--- src/rtl/bcd_countdown_ctrl.sv ---
// bcd_countdown_ctrl: two-digit BCD countdown timer with arm/run/pause/expire control
module bcd_countdown_ctrl #(
    parameter int TICK_DIV = 4
) (
    input  logic       clk,
    input  logic       rst,
    input  logic       load,
    input  logic [7:0] preset,
    input  logic       start,
    input  logic       pause,
    input  logic       clear,
    output logic [7:0] q,
    output logic       busy,
    output logic       done,
    output logic       expired,
    output logic [2:0] st
);
    typedef enum logic [2:0] {
        IDLE    = 3'd0,
        ARMED   = 3'd1,
        RUN     = 3'd2,
        PAUSED  = 3'd3,
        EXPIRED = 3'd4
    } state_t;

    state_t     state;
    logic [7:0] pre;
    logic       tick;

    function automatic logic [3:0] sat(input logic [3:0] d);
        return d > 4'd9 ? 4'd9 : d;
    endfunction

    function automatic logic [7:0] dec(input logic [7:0] v);
        return v[3:0] != 4'd0 ? {v[7:4], v[3:0] - 4'd1} : {v[7:4] - 4'd1, 4'd9};
    endfunction

    assign tick    = pre == 8'(TICK_DIV - 1);
    assign busy    = state == RUN || state == PAUSED;
    assign expired = state == EXPIRED;
    assign st      = state;

    // control FSM: priority rst > clear > load > start > pause; done is a one-cycle pulse
    always_ff @(posedge clk) begin
        if (rst) begin
            state <= IDLE;
            q     <= 8'h00;
            pre   <= 8'd0;
            done  <= 1'b0;
        end else begin
            done <= 1'b0;
            if (clear) begin
                state <= IDLE;
                q     <= 8'h00;
                pre   <= 8'd0;
            end else if (load) begin
                state <= ARMED;
                q     <= {sat(preset[7:4]), sat(preset[3:0])};
                pre   <= 8'd0;
            end else if (start && state == ARMED) begin
                state <= q == 8'h00 ? EXPIRED : RUN;
                done  <= q == 8'h00;
                pre   <= 8'd0;
            end else if (start && state == PAUSED) begin
                state <= RUN;
            end else if (state == RUN) begin
                pre <= tick ? 8'd0 : pre + 8'd1;
                if (tick) q <= dec(q);
                if (tick && q == 8'h01) begin
                    state <= EXPIRED;
                    done  <= 1'b1;
                end else if (pause) begin
                    state <= PAUSED;
                end
            end
        end
    end
endmodule

--- config.mk ---
export PLATFORM = sky130hd
export DESIGN_NAME = bcd_countdown_ctrl
export DESIGN_NICKNAME = d
export VERILOG_FILES = /design/src/rtl/bcd_countdown_ctrl.sv
export SDC_FILE = /design/constraint.sdc
export NUM_CORES = 1
export LEC_CHECK = 0
export ABC_AREA = 0
export CORE_MARGIN = 4
export CORE_UTILIZATION = 48
export CTS_CLUSTER_DIAMETER = 150
export DETAILED_ROUTE_END_ITERATION = 7
export PLACE_DENSITY = 0.76
export SYNTH_ARGS = -nofsm -noshare
export SYNTH_HDL_FRONTEND = slang
export SYNTH_SLANG_ARGS = --single-unit
--- constraint.sdc ---
create_clock -name clk -period 2.1 [get_ports clk]
set_clock_uncertainty 0.15 [all_clocks]
set_input_delay 0.315 -clock clk [delete_from_list [all_inputs] [get_ports clk]]
set_output_delay 0.315 -clock clk [all_outputs]
set_load 0.02 [all_outputs]
==> metrics.txt <==
status complete, no violations; Post-Syn Area about 1100 um2; nets 177; most frequently used flop master after synthesis dfxtp_1; CP required 1.63 ns; total CTS buffers 3; Synth top cells by count nor2_1, dfxtp_1, nand2_1; Hold Path Class reg -> reg; Arr. time, crit path approximately 1.5 ns; vias in the first global route 929; hold_buf cts 0; static leakage power 0.560 nW; area of the multi-input gates 668 um2; placed cells 184; Cell Rows 17; I/O pin count 28; post-detail-place hpwl 1930 um; GPL Wtd Cong 0.785; final instance area 1460 um2; cell with the most instances after synthesis nor2_1; crit path capture q[0]; diodes inserted 0; post-route ant nets 0; Setup Buffers After CTS 0; P&R area growth vs syn 33.1%; area of placed instances between 1000 and 1500 um2; post-CTS sizing 0; critical path, cell by cell buf_4 -> clkdlybuf4s50_1; Net Count, Synth 145; flop and latch count out of synthesis 20; max incr delay on CP 0.60 ns; 1st-pass router iterations 4; DR vias/cell 5.32; leading area contributor after synthesis dfxtp_1; Worst setup startpoint q[0]; Slew @ Worst Pin 0.341 ns; first-pass GRT wire length 4130 um; Area contributors post-synth dfxtp_1, nor2_1, xnor2_1; global route overflow 0; final hold violations 0; drt drc 0; initial core utilization 50.2%; Final min period 1.97 ns; H-tree depth 1; Setup crit start kind flip-flop; maximum VDD drop 0.316 mV; TNS Setup 0 ns; Die H 55.9 um; MaxCap Viol Count 0; CTS tree yes; fmax 0.507 GHz; R2R Setup Slk about 0.17 ns; Mapped Cells 129; Yosys cell types 42; largest net degree at the start of global routing 19; Layout fillers 197; Worst R2R Start pre[0]; antenna violations before repair 0; RR Endpoint q[7]; r2r worst-path depth 7; Syn Area/Cell around 8.5 um2; RSZ-0062 raised after global routing no; worst-path maximum fanout 6; FFs w/ async S/R, synth 0%; max-slew violations 0; number of flops mapped to enable cells by yosys 0; Slowest-stage cell, CP clkdlybuf4s50_1; Vias 1001; Reg clk slew, reported paths 0.11 ns; critical path capture point type output port; Placeable Area 2190 um2; WS Path Type reg -> out; yosys warns 0; Final Cycle Share 93.9%; Slew headroom 77.1%; Yosys top cell area share 36.4%; die footprint 3120 um2; # setup viols final 0; Die X 55.9 um; FF+latch area 400 um2; Finished Layout Cells 188; power per cell area 495 nW/um2; CTS root buf clkbuf_4; GRT Total Usage 16.0%; CTS sink cnt 20; 1st-iter DRT viols 17; clk_lat worst skew between 0.2 and 0.3 ns; DR WL/cell 12.9 um; CTS max path bufs 2; sequential element share of the synthesized area 36.4%; Routed WL 2430 um; IO Port Bufs 27; layout cell share with drive strength beyond 1 10.6%
## stage by stage
step | hold slack, ns | total power [mW] | setup slack, ns | utilization, %
finish | 0.404 | 0.724 | 0.129 | 66.8
CTS | 0.410 | 0.732 | 0.0308 | 66.4
global placement | 0.367 | 0.512 | 0.163 | 64.8
detailed placement | 0.378 | 0.514 | 0.140 | 64.8
global route | 0.441 | 0.761 | 0.0139 | 66.8
floorplan | 0.321 | 0.461 | 0.225 | -
## cell families (layout without fill, tap and decap cells)
kind of cell / count (synthesis) / in the layout / share of synthesized area (%)
simple gates: 67 / 67 / 35.7
mux: 1 / 1 / 0.910
fa+ha+maj: 2 / 2 / 2.27
buf+inv: 8 / 39 / 3.19
xor+xnor: 12 / 12 / 9.56
flops: 20 / 20 / 36.4
compound gates: 19 / 19 / 11.9
## metal layers
layer  track usage [%]  part of all wire (%)  vias up
met5                 0                     0        -
met4              4.07                  0.74        0
met3              3.25                   5.0        2
met2              26.5                    47       22
met1              21.1                    47      457
li1                  -                     -      520
## state kept, by name, summed over array words and instances, names as in the netlist
signal	count
done	1
pre	8
q	8
st	3
## worst min-delay path by stage
| stage | start | endpoint | slack, ns | cells after the start |
|---|---|---|---|---|
| after global routing | st[1] | st[1] | 0.44 | 2 |
| after global placement | pre[3] | pre[3] | 0.37 | 2 |
| final | pre[1] | pre[1] | 0.40 | 2 |
| after CTS | pre[3] | pre[3] | 0.41 | 2 |
| after floorplan | preset[1] | q[1] | 0.32 | 2 |
| after detailed placement | pre[7] | pre[7] | 0.38 | 2 |
## worst max-delay path: cells and delay by family (launching register included)
family                 cells  cell delay, ns
buffers and inverters      2            0.78
flip-flops                 1            0.43
## final cells by class
type	instances	share of cell area, %
multi-input combinational	101	45.6
inverter	3	0.769
clock buffer	4	2.48
tap	28	2.39
timing repair buffer	32	21.4
sequential	20	27.4
## power by group
group          internal, mW  switching, mW
registers             0.387         0.0106
logic                0.0595         0.0491
clock network         0.105          0.113
total                 0.552          0.173
## cells in the final DEF, fill, tap and decap left out, types with 4 or more instances in the layout
master and instances:
buf_4 5, clkdlybuf4s50_1 25, dfxtp_1 20, nand2_1 7, nand2b_1 4, nand3b_1 4
nand4_1 6, nor2_1 21, nor3_1 5, o21ai_0 6, xnor2_1 6, xor2_1 6
(Power assumes the default switching activity.)
